File: src/rtl/bout_controller_pkg.sv
// Shared types for the fencing bout controller: state encoding, score width,
// winner encoding and the timer width helper.
package bout_controller_pkg;

   localparam int unsigned SCORE_W = 4;

   typedef logic [SCORE_W-1:0] score_t;

   typedef enum logic [2:0] {
      ST_IDLE     = 3'd0,
      ST_EN_GARDE = 3'd1,
      ST_FIGHT    = 3'd2,
      ST_HALT     = 3'd3,
      ST_DONE     = 3'd4
   } bout_state_t;

   typedef enum logic [1:0] {
      WIN_NONE     = 2'b00,
      WIN_PLAYER   = 2'b01,
      WIN_OPPONENT = 2'b10,
      WIN_TIE      = 2'b11
   } winner_t;

   // Bits needed to hold the longer of the two phase lengths.
   function automatic int unsigned timer_width(input int unsigned a, input int unsigned b);
      int unsigned m;
      m = (a > b) ? a : b;
      return $clog2(m + 1);
   endfunction

endpackage

File: src/rtl/bout_controller_phase_timer.sv
// Loadable down-counter used for the en-garde and halt phases; expire_c_o
// flags the last cycle of a phase (count reads 1).
module phase_timer #(
   parameter int unsigned CNT_W = 10
) (
   input  logic             clk_i,
   input  logic             rst_i,
   input  logic             clear_i,
   input  logic             load_i,
   input  logic [CNT_W-1:0] value_i,
   input  logic             dec_i,
   output logic [CNT_W-1:0] count_o,
   output logic             expire_c_o
);

   logic [CNT_W-1:0] count_q, count_d;

   // Clear beats load beats decrement; the count never wraps below zero.
   always_comb begin
      count_d = count_q;
      if (clear_i) begin
         count_d = '0;
      end else if (load_i) begin
         count_d = value_i;
      end else if (dec_i && (count_q != '0)) begin
         count_d = count_q - CNT_W'(1);
      end
   end

   always_ff @(posedge clk_i or posedge rst_i) begin
      if (rst_i) begin
         count_q <= '0;
      end else begin
         count_q <= count_d;
      end
   end

   assign count_o    = count_q;
   assign expire_c_o = (count_q == CNT_W'(1));

endmodule

File: src/rtl/bout_controller.sv
// Fencing bout sequencer: en-garde countdown, fight window, post-touch halt,
// scoring and winner. Define DOUBLE_TOUCH_EN to score simultaneous touches for both.
module bout_controller
   import bout_controller_pkg::*;
#(
   parameter int unsigned WIN_SCORE        = 5,
   parameter int unsigned COUNTDOWN_CYCLES = 1000,
   parameter int unsigned PAUSE_CYCLES     = 500
) (
   input  logic       clk_pixel_in,
   input  logic       rst_in,
   input  logic       start_in,
   input  logic       abort_in,
   input  logic       score_valid_in,
   input  logic       player_scored_in,
   input  logic       opponent_scored_in,
   output logic       fight_enable_out,
   output logic [2:0] state_out,
   output logic [3:0] player_score_out,
   output logic [3:0] opponent_score_out,
   output logic [timer_width(COUNTDOWN_CYCLES, PAUSE_CYCLES)-1:0] countdown_out,
   output logic       match_over_out,
   output logic [1:0] winner_out
);

   localparam int unsigned CNT_W = timer_width(COUNTDOWN_CYCLES, PAUSE_CYCLES);
   localparam score_t           WIN            = SCORE_W'(WIN_SCORE);
   localparam logic [CNT_W-1:0] COUNTDOWN_LOAD = CNT_W'(COUNTDOWN_CYCLES);
   localparam logic [CNT_W-1:0] PAUSE_LOAD     = CNT_W'(PAUSE_CYCLES);

   bout_state_t state_q, state_d;
   score_t      pscore_q, pscore_d;
   score_t      oscore_q, oscore_d;
   winner_t     winner_q, winner_d;
   logic        fight_en_q;
   logic        match_over_q;

   score_t           p_inc, o_inc;
   logic             tmr_clear, tmr_load, tmr_dec, tmr_expire;
   logic [CNT_W-1:0] tmr_value, tmr_count;

   function automatic score_t sat_inc(input score_t s);
      return (s >= WIN) ? WIN : s + SCORE_W'(1);
   endfunction

   phase_timer #(.CNT_W(CNT_W)) u_timer (
      .clk_i      (clk_pixel_in),
      .rst_i      (rst_in),
      .clear_i    (tmr_clear),
      .load_i     (tmr_load),
      .value_i    (tmr_value),
      .dec_i      (tmr_dec),
      .count_o    (tmr_count),
      .expire_c_o (tmr_expire)
   );

   // Next-state, score and timer control; abort overrides everything else.
   always_comb begin
      state_d   = state_q;
      pscore_d  = pscore_q;
      oscore_d  = oscore_q;
      winner_d  = winner_q;
      tmr_clear = 1'b0;
      tmr_load  = 1'b0;
      tmr_dec   = 1'b0;
      tmr_value = COUNTDOWN_LOAD;
      p_inc     = sat_inc(pscore_q);
      o_inc     = sat_inc(oscore_q);

      if (abort_in) begin
         state_d   = ST_IDLE;
         pscore_d  = '0;
         oscore_d  = '0;
         winner_d  = WIN_NONE;
         tmr_clear = 1'b1;
      end else begin
         case (state_q)
            ST_IDLE, ST_DONE: begin
               if (start_in) begin
                  state_d  = ST_EN_GARDE;
                  pscore_d = '0;
                  oscore_d = '0;
                  winner_d = WIN_NONE;
                  tmr_load = 1'b1;
               end
            end
            ST_EN_GARDE: begin
               tmr_dec = 1'b1;
               if (tmr_expire) begin
                  state_d = ST_FIGHT;
               end
            end
            ST_FIGHT: begin
               if (score_valid_in) begin
                  if (player_scored_in && !opponent_scored_in) begin
                     pscore_d = p_inc;
                     if (p_inc == WIN) begin
                        state_d  = ST_DONE;
                        winner_d = WIN_PLAYER;
                     end else begin
                        state_d   = ST_HALT;
                        tmr_load  = 1'b1;
                        tmr_value = PAUSE_LOAD;
                     end
                  end else if (opponent_scored_in && !player_scored_in) begin
                     oscore_d = o_inc;
                     if (o_inc == WIN) begin
                        state_d  = ST_DONE;
                        winner_d = WIN_OPPONENT;
                     end else begin
                        state_d   = ST_HALT;
                        tmr_load  = 1'b1;
                        tmr_value = PAUSE_LOAD;
                     end
                  end else if (player_scored_in && opponent_scored_in) begin
`ifdef DOUBLE_TOUCH_EN
                     pscore_d = p_inc;
                     oscore_d = o_inc;
                     if ((p_inc == WIN) && (o_inc == WIN)) begin
                        state_d  = ST_DONE;
                        winner_d = WIN_TIE;
                     end else if (p_inc == WIN) begin
                        state_d  = ST_DONE;
                        winner_d = WIN_PLAYER;
                     end else if (o_inc == WIN) begin
                        state_d  = ST_DONE;
                        winner_d = WIN_OPPONENT;
                     end else begin
                        state_d   = ST_HALT;
                        tmr_load  = 1'b1;
                        tmr_value = PAUSE_LOAD;
                     end
`else
                     state_d   = ST_HALT;
                     tmr_load  = 1'b1;
                     tmr_value = PAUSE_LOAD;
`endif
                  end
               end
            end
            ST_HALT: begin
               tmr_dec = 1'b1;
               if (tmr_expire) begin
                  state_d  = ST_EN_GARDE;
                  tmr_load = 1'b1;
               end
            end
            default: begin
               state_d = ST_IDLE;
            end
         endcase
      end
   end

   // Flags are registered from the next state so they line up with state_out.
   always_ff @(posedge clk_pixel_in or posedge rst_in) begin
      if (rst_in) begin
         state_q      <= ST_IDLE;
         pscore_q     <= '0;
         oscore_q     <= '0;
         winner_q     <= WIN_NONE;
         fight_en_q   <= 1'b0;
         match_over_q <= 1'b0;
      end else begin
         state_q      <= state_d;
         pscore_q     <= pscore_d;
         oscore_q     <= oscore_d;
         winner_q     <= winner_d;
         fight_en_q   <= (state_d == ST_FIGHT);
         match_over_q <= (state_d == ST_DONE);
      end
   end

   assign state_out          = state_q;
   assign player_score_out   = pscore_q;
   assign opponent_score_out = oscore_q;
   assign countdown_out      = tmr_count;
   assign winner_out         = winner_q;
   assign fight_enable_out   = fight_en_q;
   assign match_over_out     = match_over_q;

endmodule
File: config.mk
export PLATFORM = sky130hd
export DESIGN_NAME = bout_controller
export DESIGN_NICKNAME = d
export VERILOG_FILES = /design/src/rtl/bout_controller_pkg.sv /design/src/rtl/bout_controller_phase_timer.sv /design/src/rtl/bout_controller.sv
export SDC_FILE = /design/constraint.sdc
export NUM_CORES = 1
export LEC_CHECK = 0
export ABC_AREA = 1
export CORE_MARGIN = 2
export CORE_UTILIZATION = 51
export DETAILED_ROUTE_END_ITERATION = 8
export GPL_TIMING_DRIVEN = 1
export HOLD_SLACK_MARGIN = 0.12
export PLACE_DENSITY = 0.79
export SETUP_SLACK_MARGIN = 0.15
export SKIP_LAST_GASP = 1
export SLEW_MARGIN = 20
export SYNTH_ARGS = -nofsm -noshare
export SYNTH_HDL_FRONTEND = slang
export SYNTH_SLANG_ARGS = --single-unit
File: constraint.sdc
create_clock -name clk_pixel_in -period 2.2 [get_ports clk_pixel_in]
set_input_delay 0.22 -clock clk_pixel_in [delete_from_list [all_inputs] [get_ports clk_pixel_in]]
set_output_delay 0.22 -clock clk_pixel_in [all_outputs]
set_load 0.005 [all_outputs]
==> flow_summary_export.csv, run 1 <==
group,metric,value,unit
floorplan,start_util,53.66,%
cells_and_area,area_delta_synth_final,26.51,%
clock_network,clkLatencyLatePin,320,ps
clock_network,clk_path_buf_depth,2,
clock_network,worst_setup_hold_path_clk_slew,140,ps
routing,wire_length_per_cell,11.68,um
setup_path,worst-setup-path-type,"flip-flop to flip-flop",
grt,grt_usage,20.07,%
setup_path,crit_path_start,"player_score_out[1]",
timing,finalHoldViolations,0,
setup_path,required_time_worst_endpoint,2480,ps
floorplan,std_cell_rows,20,
clock_network,clkSinkCount,25,
clock_network,postCtsHoldBufs,0,
job,timing.max_cap.violations,0,
routing,remaining_drc_errors,0,
synthesis,synth.yosys.seq_area_share,37.88,%
setup_path,rr_worst_depth,13,
timing,grt_setup_unrepaired,"false",
power,worst_ir_drop_vdd,589.5,uV
setup_path,timing.rr.start,"player_score_out[1]",
timing,worst_slack,291.4,ps
clock_network,cts.root.buffer_cell,"sky130_fd_sc_hd__clkbuf_4",
placed_design,place_congestion,0.8360,
setup_path,critical_path_end_type,"flip-flop",
clock_network,total_cts_buffers,3,
grt,grt_remaining_overflow,0,
floorplan,die_w,60.91,um
grt,wire_length_of_the_first_global_routing_pass,5485,um
routing,dr.first_iter.drc_count,38,
worst_hold_path,hp-class,"input port to asynchronous set/reset pin",
timing,maxSlewHeadroom,78.15,%
synthesis,syn-instance-count,215,
power,power_leakage,0.9853,nW
grt,grt_antenna_before_repair,0,
cells_and_area,num-nets-final,270,
timing,clock-skew-final,9.600,ps
timing,top_achievable_clock_speed,0.5240,GHz
cells_and_area,most-common-layout-cells,"55 x sky130_fd_sc_hd__nand2_1, 31 x sky130_fd_sc_hd__clkdlybuf4s50_1, 30 x sky130_fd_sc_hd__inv_1",
grt,grt_pass1_vias,1296,
routing,first_pass_iters,4,
timing,setup_viol,0,
timing,finalMaxSlewViolations,0,
timing,finalCriticalPeriod,1909,ps
placed_design,post-dp-hpwl,2669,um
clock_network,cts_setup_buffers,0,
synthesis,synth.ff_latch_count,25,
synthesis,synthesis.nets,231,
timing,final.setup.tns,0,ps
routing,detail_route.wirelength,3469,um
setup_path,critPathMaxFanout,6,
floorplan,die-area,3709,um^2
clock_network,cts_tree,"done",
clock_network,clock_tree.htree_level_count,1,
synthesis,mapped_cell_area,1652,um^2
routing,antenna_violating_nets_post_route,0,
placed_design,dp_slack,222.4,ps
cells_and_area,final_layout_size_suffix_gt1_share,13.83,%
cells_and_area,antennaDiodeCount,0,
synthesis,synth.avg_cell_area,7.682,um^2
grt,grt_start_max_net_pins,26,
floorplan,floorplan.core_area,3078,um^2
timing,period_share,86.75,%
placed_design,portBuffers,31,
cells_and_area,layout.cells.most_common,"sky130_fd_sc_hd__nand2_1",
routing,dr_total_vias,1478,
synthesis,yosys_warnings,0,
status,status,"completed",
placed_design,postPlaceCellArea,2039,um^2
synthesis,synth_cell_type_count,31,
floorplan,chipHeight,60.91,um
setup_path,arrival_time_worst_endpoint,2190,ps
setup_path,timing.critical_path.from_type,"flip-flop",
power,power_per_cell_area,795.8,nW/um^2
cells_and_area,final_design_area_no_fill,2090,um^2
timing,tightest_slew,326.5,ps
floorplan,top_level_ports,32,
routing,post_detailed_route_via_to_cell_ratio,4.976,
[cell usage after synthesis]
cell                        n  area, um^2
sky130_fd_sc_hd__nand2_1   56       210.2
sky130_fd_sc_hd__inv_1     30       112.6
sky130_fd_sc_hd__dfrtp_1   25       625.6
sky130_fd_sc_hd__nor2_1    14       52.55
sky130_fd_sc_hd__nand3_1   11       55.05
sky130_fd_sc_hd__ha_1       9       112.6
sky130_fd_sc_hd__o21ai_0    9       45.04
sky130_fd_sc_hd__a21oi_1    6       30.03
sky130_fd_sc_hd__nor2_2     6       37.54
sky130_fd_sc_hd__o21ai_1    6       30.03
sky130_fd_sc_hd__inv_2      4       15.01
sky130_fd_sc_hd__nand4_1    4       25.02
sky130_fd_sc_hd__xor2_1     4       35.03
sky130_fd_sc_hd__nor3_1     3       15.01
sky130_fd_sc_hd__o22ai_1    3       18.77
sky130_fd_sc_hd__a21oi_2    2       17.52
sky130_fd_sc_hd__nand2_2    2       12.51
sky130_fd_sc_hd__nand3_2    2       20.02
sky130_fd_sc_hd__nand3_4    2       35.03
sky130_fd_sc_hd__o211ai_1   2       15.01
sky130_fd_sc_hd__o21ai_2    2       17.52
sky130_fd_sc_hd__o31ai_1    2       15.01
sky130_fd_sc_hd__or2_2      2       12.51
sky130_fd_sc_hd__xnor2_1    2       17.52
sky130_fd_sc_hd__a31oi_1    1       6.260
sky130_fd_sc_hd__nand2_4    1       11.26
sky130_fd_sc_hd__nor2_4     1       11.26
sky130_fd_sc_hd__nor3_2     1       10.01
sky130_fd_sc_hd__nor3b_1    1       7.510
sky130_fd_sc_hd__o21ai_4    1       16.27
sky130_fd_sc_hd__or2_1      1       6.260
[cell families after synthesis]
family	after synthesis	synth area share, %
fa+ha+maj	9	6.818
flops	25	37.88
compound gates	34	12.80
simple gates	107	31.59
xor+xnor	6	3.182
buf+inv	34	7.727
[worst paths after layout]
kind | endpoint | slack [ps]
worst min-delay path | opponent_score_out[1] | 210
min in group clk_pixel_in | winner_out[0] | 490
worst max register to register | u_timer.count_o[2] | 290
worst max-delay path | u_timer.count_o[2] | 290
worst min register to register | winner_out[0] | 490
max in group asynchronous | state_out[2] | 1740
[metal layers]
layer,vias up,GRT usage [%],routed length [um]
met4,0,9.317,81
met2,29,30.41,1575
met3,6,1.919,107
li1,768,-,-
met5,-,0,0
met1,675,28.99,1705
[critical path: stages, from the launching register on]
cell                      delay, ps
sky130_fd_sc_hd__dfrtp_1        420
sky130_fd_sc_hd__inv_1           90
sky130_fd_sc_hd__ha_1           180
sky130_fd_sc_hd__inv_1           50
sky130_fd_sc_hd__nand2_1        100
sky130_fd_sc_hd__a21oi_4        210
sky130_fd_sc_hd__nand2_2        110
sky130_fd_sc_hd__nand3_2        120
sky130_fd_sc_hd__nand3_4        120
sky130_fd_sc_hd__nand3_4        140
sky130_fd_sc_hd__nand2_4         90
sky130_fd_sc_hd__nor2_2         120
sky130_fd_sc_hd__nand2_1         70
sky130_fd_sc_hd__nand2_1         60
[timing repair]
| action | in CTS | in global routing |
|---|---|---|
| hold endpoints to repair | 0 | 0 |
| gates resized for setup | 0 | 4 |
| endpoints found under the setup margin | 0 | 11 |
[final cells by class]
| cell class | instances | area [um^2] |
|---|---|---|
| repair buffers | 34 | 332.8 |
| multi-input cells | 156 | 920.9 |
| fillers | 286 | 988.4 |
| inverters | 34 | 127.6 |
| well taps | 44 | 55.05 |
| clock buffers | 3 | 22.52 |
| flip-flops and latches | 25 | 625.6 |
| clock inverters | 1 | 5.005 |
[state kept, by name, summed over array words and instances (netlist names)]
| register | count |
|---|---|
| u_timer.count_o | 10 |
| opponent_score_out | 4 |
| player_score_out | 4 |
| state_out | 3 |
| winner_out | 2 |
| fight_enable_out | 1 |
| match_over_out | 1 |
[metrics by stage]
step	power, mW	hold slack (ps)	utilization [%]	instances
floorplan	1.163	247.3	-	215
global placement	1.450	460.3	66.26	293
detailed placement	1.457	463.4	66.26	293
CTS	1.666	231.0	67.15	297
global route	1.801	276.2	67.89	297
finish	1.663	212.8	67.89	297
[power by group]
group	internal, mW	switching, mW	total [mW]
registers	0.538	0.0974	0.635
logic	0.380	0.437	0.817
clock network	0.0682	0.143	0.211
Note: power is estimated with default switching activity, not from simulation.
==> run 2, diff against run 1 <==
--- a/config.mk
+++ b/config.mk
@@ -7,11 +7,12 @@
 export LEC_CHECK = 0
 export ABC_AREA = 1
 export CORE_MARGIN = 2
-export CORE_UTILIZATION = 51
+export CORE_UTILIZATION = 53
+export CTS_BUF_LIST = sky130_fd_sc_hd__clkbuf_2
 export DETAILED_ROUTE_END_ITERATION = 8
 export GPL_TIMING_DRIVEN = 1
 export HOLD_SLACK_MARGIN = 0.12
-export PLACE_DENSITY = 0.79
+export PLACE_DENSITY = 0.81
 export SETUP_SLACK_MARGIN = 0.15
 export SKIP_LAST_GASP = 1
 export SLEW_MARGIN = 20
==> run 2 against run 1 <==
Compared with the run above:
- register-to-register slack about the same
- core utilization rose by 2.1 points
- final cell count fell by 2.4%
- power shrank 0.49%
- clock skew is 2.8 ps lower
- sequential power is essentially flat
- worst setup slack better by 12 ps
==> flow_summary_export.csv, run 2 (synthesis results as in run 1) <==
group,metric,value,unit
status,status,"completed",
placed_design,postPlaceCellArea,2026,um^2
cells_and_area,final.fill_count,242,
floorplan,chipHeight,59.82,um
timing,period_share,86.20,%
grt,grt_pass1_vias,1370,
clock_network,clkSinkCount,25,
clock_network,clk_path_buf_depth,2,
setup_path,critPathMaxFanout,6,
cells_and_area,final_layout_size_suffix_gt1_share,16.34,%
setup_path,timing.critical_path.from_type,"flip-flop",
timing,finalCriticalPeriod,1896,ps
power,power_per_cell_area,787.2,nW/um^2
routing,antenna_violating_nets_post_route,0,
floorplan,std_cell_rows,20,
power,fin_total_pwr,1.655,mW
grt,grt_remaining_overflow,0,
cells_and_area,largest_register_ffs,10,
cells_and_area,layout.cells.most_common,"sky130_fd_sc_hd__nand2_1",
placed_design,place_congestion,0.8454,
floorplan,start_util,55.00,%
floorplan,floorplan.core_area,3003,um^2
job,timing.max_cap.violations,0,
cells_and_area,most-common-layout-cells,"54 x sky130_fd_sc_hd__nand2_1, 31 x sky130_fd_sc_hd__clkdlybuf4s50_1, 29 x sky130_fd_sc_hd__inv_1",
routing,detail_route.wirelength,3501,um
power,worst_ir_drop_vdd,510.2,uV
timing,setup_viol,0,
cells_and_area,area_delta_synth_final,27.27,%
timing,tightest_slew,316.3,ps
grt,wire_length_of_the_first_global_routing_pass,5740,um
power,power_leakage,1.002,nW
setup_path,path_buf_inv,1,
setup_path,timing.critical_path.cells,"inv_1 > ha_1 > nand2_1 > a21oi_4 > nand2_2 > nand3_2 > nand3_4 > nand3_4 > nand2_4 > nor2_2 > nand2_1 > nand2_1",
setup_path,arrival_time_worst_endpoint,2220,ps
cells_and_area,share_of_the_core_filled_with_cells,70.00,%
routing,remaining_drc_errors,0,
routing,post_detailed_route_via_to_cell_ratio,5.145,
clock_network,clock_tree.htree_level_count,1,
cells_and_area,num-nets-final,274,
setup_path,number_of_cells_on_the_critical_path,12,
setup_path,rr_worst_depth,12,
routing,dr.first_iter.drc_count,54,
placed_design,placed_cells,282,
clock_network,total_cts_buffers,3,
placed_design,portBuffers,31,
placed_design,post-dp-hpwl,2637,um
setup_path,required_time_worst_endpoint,2520,ps
grt,grt_antenna_before_repair,0,
timing,clock-skew-final,6.779,ps
clock_network,cts_tree,"done",
grt,grt_start_max_net_pins,26,
setup_path,worst-setup-path-type,"flip-flop to flip-flop",
setup_path,worst_path_dominant_cell_family,"simple AND/OR/NAND/NOR gates",
setup_path,critical_path_end_type,"flip-flop",
cells_and_area,antennaDiodeCount,0,
clock_network,cts.root.buffer_cell,"sky130_fd_sc_hd__clkbuf_2",
timing,maxSlewHeadroom,78.91,%
setup_path,slowest_cp_cell,"sky130_fd_sc_hd__dfrtp_2",
floorplan,top_level_ports,32,
setup_path,crit_path_max_incr_delay,490,ps
clock_network,worst_setup_hold_path_clk_slew,240,ps
clock_network,clkLatencyLatePin,350,ps
routing,dr_total_vias,1492,
routing,wire_length_per_cell,12.07,um
timing,finalMaxSlewViolations,0,
floorplan,die-area,3578,um^2
routing,first_pass_iters,4,
floorplan,die_w,59.82,um
grt,grt_usage,21.09,%
worst_hold_path,hp-class,"input port to asynchronous set/reset pin",
setup_path,timing.critical_path.mode_cell,"sky130_fd_sc_hd__nand2_1",
timing,top_achievable_clock_speed,0.5273,GHz
cells_and_area,fin_cells,290,
timing,grt_setup_unrepaired,"false",
timing,final.setup.tns,0,ps
timing,finalHoldViolations,0,
cells_and_area,final_design_area_no_fill,2102,um^2
## run 2: area by class of cell
type	instances	area [um^2]	area share, %
Tap cell	33	41.29	1.964
Clock buffer	4	20.02	0.9524
Sequential cell	25	626.9	29.82
Timing Repair Buffer	38	362.8	17.26
Multi-Input combinational cell	156	923.4	43.93
Inverter	34	127.6	6.071
## run 2: power breakdown
part | internal (mW) | switching [mW]
logic | 0.387 | 0.441
registers | 0.538 | 0.0993
clock network | 0.0480 | 0.141
total | 0.973 | 0.681
## run 2: stage by stage
stage	setup slack, ps	hold WS, ps
CTS	199.6	186.0
finish	303.6	178.7
floorplan	468.1	247.3
detailed placement	234.5	463.7
global route	131.8	206.5
global placement	333.7	459.1
## run 2: what timing repair did
item                       in CTS  in global routing
setup endpoints to repair       0                 11
gates resized for setup         0                  7
buffers inserted                0                  4
hold buffers                    0                  0
## run 2: final timing paths
path                                     start                   to  slack [ps]
setup / recovery           player_score_out[0]   u_timer.count_o[2]         300
hold / removal                          rst_in   u_timer.count_o[8]         180
setup reg to reg           player_score_out[0]   u_timer.count_o[2]         300
hold reg to reg                  winner_out[0]        winner_out[0]         510
max in group asynchronous               rst_in  player_score_out[0]        1760
min in group clk_pixel_in        winner_out[0]        winner_out[0]         510
## run 2: tightest hold or removal path: stages
cell and delay (ps):
sky130_fd_sc_hd__clkdlybuf4s50_1 390, sky130_fd_sc_hd__inv_1 60, sky130_fd_sc_hd__buf_4 300
## run 2: metal layers
metal | routed length [um] | track usage, %
met3 | 116 | 2.165
met4 | 66 | 10.48
met2 | 1565 | 31.37
met1 | 1752 | 30.44
met5 | 0 | 0
==> run 3, diff against run 2 <==
--- a/config.mk
+++ b/config.mk
@@ -7,12 +7,12 @@
 export LEC_CHECK = 0
 export ABC_AREA = 1
 export CORE_MARGIN = 2
-export CORE_UTILIZATION = 53
+export CORE_UTILIZATION = 50
 export CTS_BUF_LIST = sky130_fd_sc_hd__clkbuf_2
 export DETAILED_ROUTE_END_ITERATION = 8
 export GPL_TIMING_DRIVEN = 1
 export HOLD_SLACK_MARGIN = 0.12
-export PLACE_DENSITY = 0.81
+export PLACE_DENSITY = 0.77
 export SETUP_SLACK_MARGIN = 0.15
 export SKIP_LAST_GASP = 1
 export SLEW_MARGIN = 20
==> constraint.sdc (replaced) <==
create_clock -name clk_pixel_in -period 1.9 [get_ports clk_pixel_in]
set_input_delay 0.19 -clock clk_pixel_in [delete_from_list [all_inputs] [get_ports clk_pixel_in]]
set_output_delay 0.19 -clock clk_pixel_in [all_outputs]
set_load 0.005 [all_outputs]
==> run 3 against run 2 <==
Compared with the run above:
- largest cell class unchanged
- register-to-register slack worse by 230 ps
- combinational power is 34% higher
- core utilization is 8.0 points higher
- clock power is 6% higher
- sequential power is 14% higher
- critical endpoint unchanged
- via count is 13% higher
- clock-buffer cell count is 1 lower
==> flow_summary_export.csv, run 3 (synthesis results as in run 1) <==
group,metric,value,unit
grt,grt_pass1_vias,1492,
power,power_per_cell_area,839.0,nW/um^2
power,fin_total_pwr,2.030,mW
power,worst_ir_drop_vdd,567.8,uV
power,p_sw_share,41.25,%
routing,first_pass_iters,4,
timing,final.setup.tns,0,ps
grt,grt_start_max_net_pins,26,
cells_and_area,num-nets-final,297,
setup_path,crit_path_start,"player_score_out[0]",
cells_and_area,largest_register_ffs,10,
job,timing.max_cap.violations,0,
cells_and_area,antennaDiodeCount,0,
floorplan,floorplan.core_area,3103,um^2
routing,dr_total_vias,1691,
setup_path,endpoint_of_the_worst_setup_timing_path,"u_timer.count_o[2]",
floorplan,start_util,53.23,%
setup_path,worstReg2RegEnd,"u_timer.count_o[2]",
power,cellInternalPower,1.193,mW
placed_design,dp_slack,7.848,ps
cells_and_area,final_layout_size_suffix_gt1_share,29.29,%
timing,clock-skew-final,26.09,ps
grt,grt_antenna_before_repair,0,
setup_path,timing.critical_path.from_type,"flip-flop",
setup_path,required_time_worst_endpoint,2180,ps
power,power.clock.fraction,9.8,%
cells_and_area,layout.cells.most_common,"sky130_fd_sc_hd__nand2_1",
clock_network,clkLatencyLatePin,350,ps
clock_network,clk_path_buf_depth,2,
placed_design,post-dp-hpwl,2660,um
power,power_frac_comb,54.6,%
routing,post_detailed_route_via_to_cell_ratio,5.219,
setup_path,arrival_time_worst_endpoint,2110,ps
setup_path,worst-r2r-setup-slack,80,ps
worst_hold_path,hp-class,"input port to asynchronous set/reset pin",
routing,antenna_violating_nets_post_route,0,
floorplan,chipHeight,61.48,um
cells_and_area,area_delta_synth_final,46.52,%
setup_path,slowest_cp_cell,"sky130_fd_sc_hd__dfrtp_2",
setup_path,worst-setup-path-type,"flip-flop to flip-flop",
timing,maxSlewHeadroom,72.87,%
timing,top_achievable_clock_speed,0.5490,GHz
timing,finalCriticalPeriod,1822,ps
placed_design,placed_cells,294,
timing,finalHoldViolations,0,
routing,remaining_drc_errors,0,
clock_network,cts_tree,"done",
cells_and_area,fin_cells,324,
timing,tightest_slew,405.4,ps
floorplan,std_cell_rows,20,
setup_path,critPathMaxFanout,6,
clock_network,worst_setup_hold_path_clk_slew,240,ps
cells_and_area,final.fill_count,231,
cells_and_area,most-common-layout-cells,"51 x sky130_fd_sc_hd__nand2_1, 31 x sky130_fd_sc_hd__clkdlybuf4s50_1, 25 x sky130_fd_sc_hd__inv_1",
clock_network,clock_tree.htree_level_count,1,
timing,setup_viol,0,
setup_path,critical_path_end_type,"flip-flop",
placed_design,place_congestion,0.8385,
power,seq_power_share,35.6,%
setup_path,timing.critical_path.cells,"inv_2 > ha_4 > nand2_4 > a21oi_4 > o21ai_2 > nand3_2 > nand3_4 > nand3_4 > nand2_4 > nor2_4 > nand2_1 > nand2_1",
clock_network,postCtsHoldBufs,0,
clock_network,total_cts_buffers,3,
setup_path,crit_path_max_incr_delay,510,ps
timing,grt_setup_unrepaired,"true",
grt,grt_usage,24.10,%
routing,wire_length_per_cell,14.06,um
setup_path,timing.rr.start,"player_score_out[0]",
power,power_leakage,1.131,nW
power,power.net_switching,0.8374,mW
status,status,"completed",
floorplan,die_w,61.48,um
grt,grt_remaining_overflow,0,
clock_network,cts.root.buffer_cell,"sky130_fd_sc_hd__clkbuf_2",
timing,worst_slack,78.47,ps
setup_path,rr_worst_depth,12,
routing,detail_route.wirelength,4555,um
timing,period_share,95.87,%
grt,wire_length_of_the_first_global_routing_pass,6693,um
floorplan,die-area,3779,um^2
floorplan,top_level_ports,32,
clock_network,clkSinkCount,25,
routing,dr.first_iter.drc_count,104,
placed_design,portBuffers,31,
timing,finalMaxSlewViolations,0,
-- run 3: power by group through the flow --
| stage | Sequential [mW] | Clock (mW) | Combinational (mW) |
|---|---|---|---|
| 3_5_place_dp | 0.748 | 0 | 0.942 |
| 4_1_cts | 0.729 | 0.206 | 1.01 |
| 3_3_place_gp | 0.746 | 0 | 0.931 |
| 2_1_floorplan | 0.737 | 0 | 0.609 |
| 5_1_grt | 0.734 | 0.229 | 1.22 |
| 6_report | 0.723 | 0.200 | 1.11 |
-- run 3: critical path, delay by kind of cell (launching register included) --
family / cells / cell delay [ps]
AO/OA/AOI/OAI: 2 / 270
AND/OR/NAND/NOR: 8 / 720
adder cells (fa/ha/maj): 1 / 150
buffers and inverters: 1 / 120
flip-flops: 1 / 510
-- run 3: routing by layer --
layer  track usage [%]  routed length, um  vias up
met2             37.69               2146       75
li1                  -                  -      823
met5                 0                  0        -
met3             5.042                319       10
met1             33.55               1969      783
met4             7.903                120        0
-- run 3: metrics by stage --
step / hold slack [ps] / utilization, % / instance area, um^2
finish: 148.4 / 77.98 / 2420
global placement: 460.2 / 65.97 / 2047
CTS: 155.4 / 72.66 / 2255
detailed placement: 462.2 / 65.97 / 2047
global route: 164.8 / 77.98 / 2420
floorplan: 217.3 / - / 1652
-- run 3: worst min-delay path by stage --
stage,to,startpoint,slack [ps]
floorplan,fight_enable_out,rst_in,220
detailed placement,winner_out[0],winner_out[0],460
global placement,winner_out[0],winner_out[0],460
global route,u_timer.count_o[7],rst_in,160
CTS,u_timer.count_o[4],rst_in,160
finish,u_timer.count_o[5],rst_in,150
-- run 3: final cells by class --
| type | instances | area [um^2] | area share (%) |
|---|---|---|---|
| inverter | 34 | 127.6 | 5.274 |
| timing repair buffer | 61 | 573.1 | 23.68 |
| tap | 44 | 55.05 | 2.275 |
| sequential | 25 | 629.4 | 26.01 |
| clock buffer | 3 | 15.01 | 0.6205 |
| clock inverter | 1 | 5.005 | 0.2068 |
| multi-input combinational | 156 | 1015 | 41.93 |
-- run 3: repair_timing --
action,4_1_cts,5_1_grt
pin swaps,10,14
endpoints found under the setup margin,12,16
cloned,0,0
gates resized for setup,15,26
setup buffers,18,8
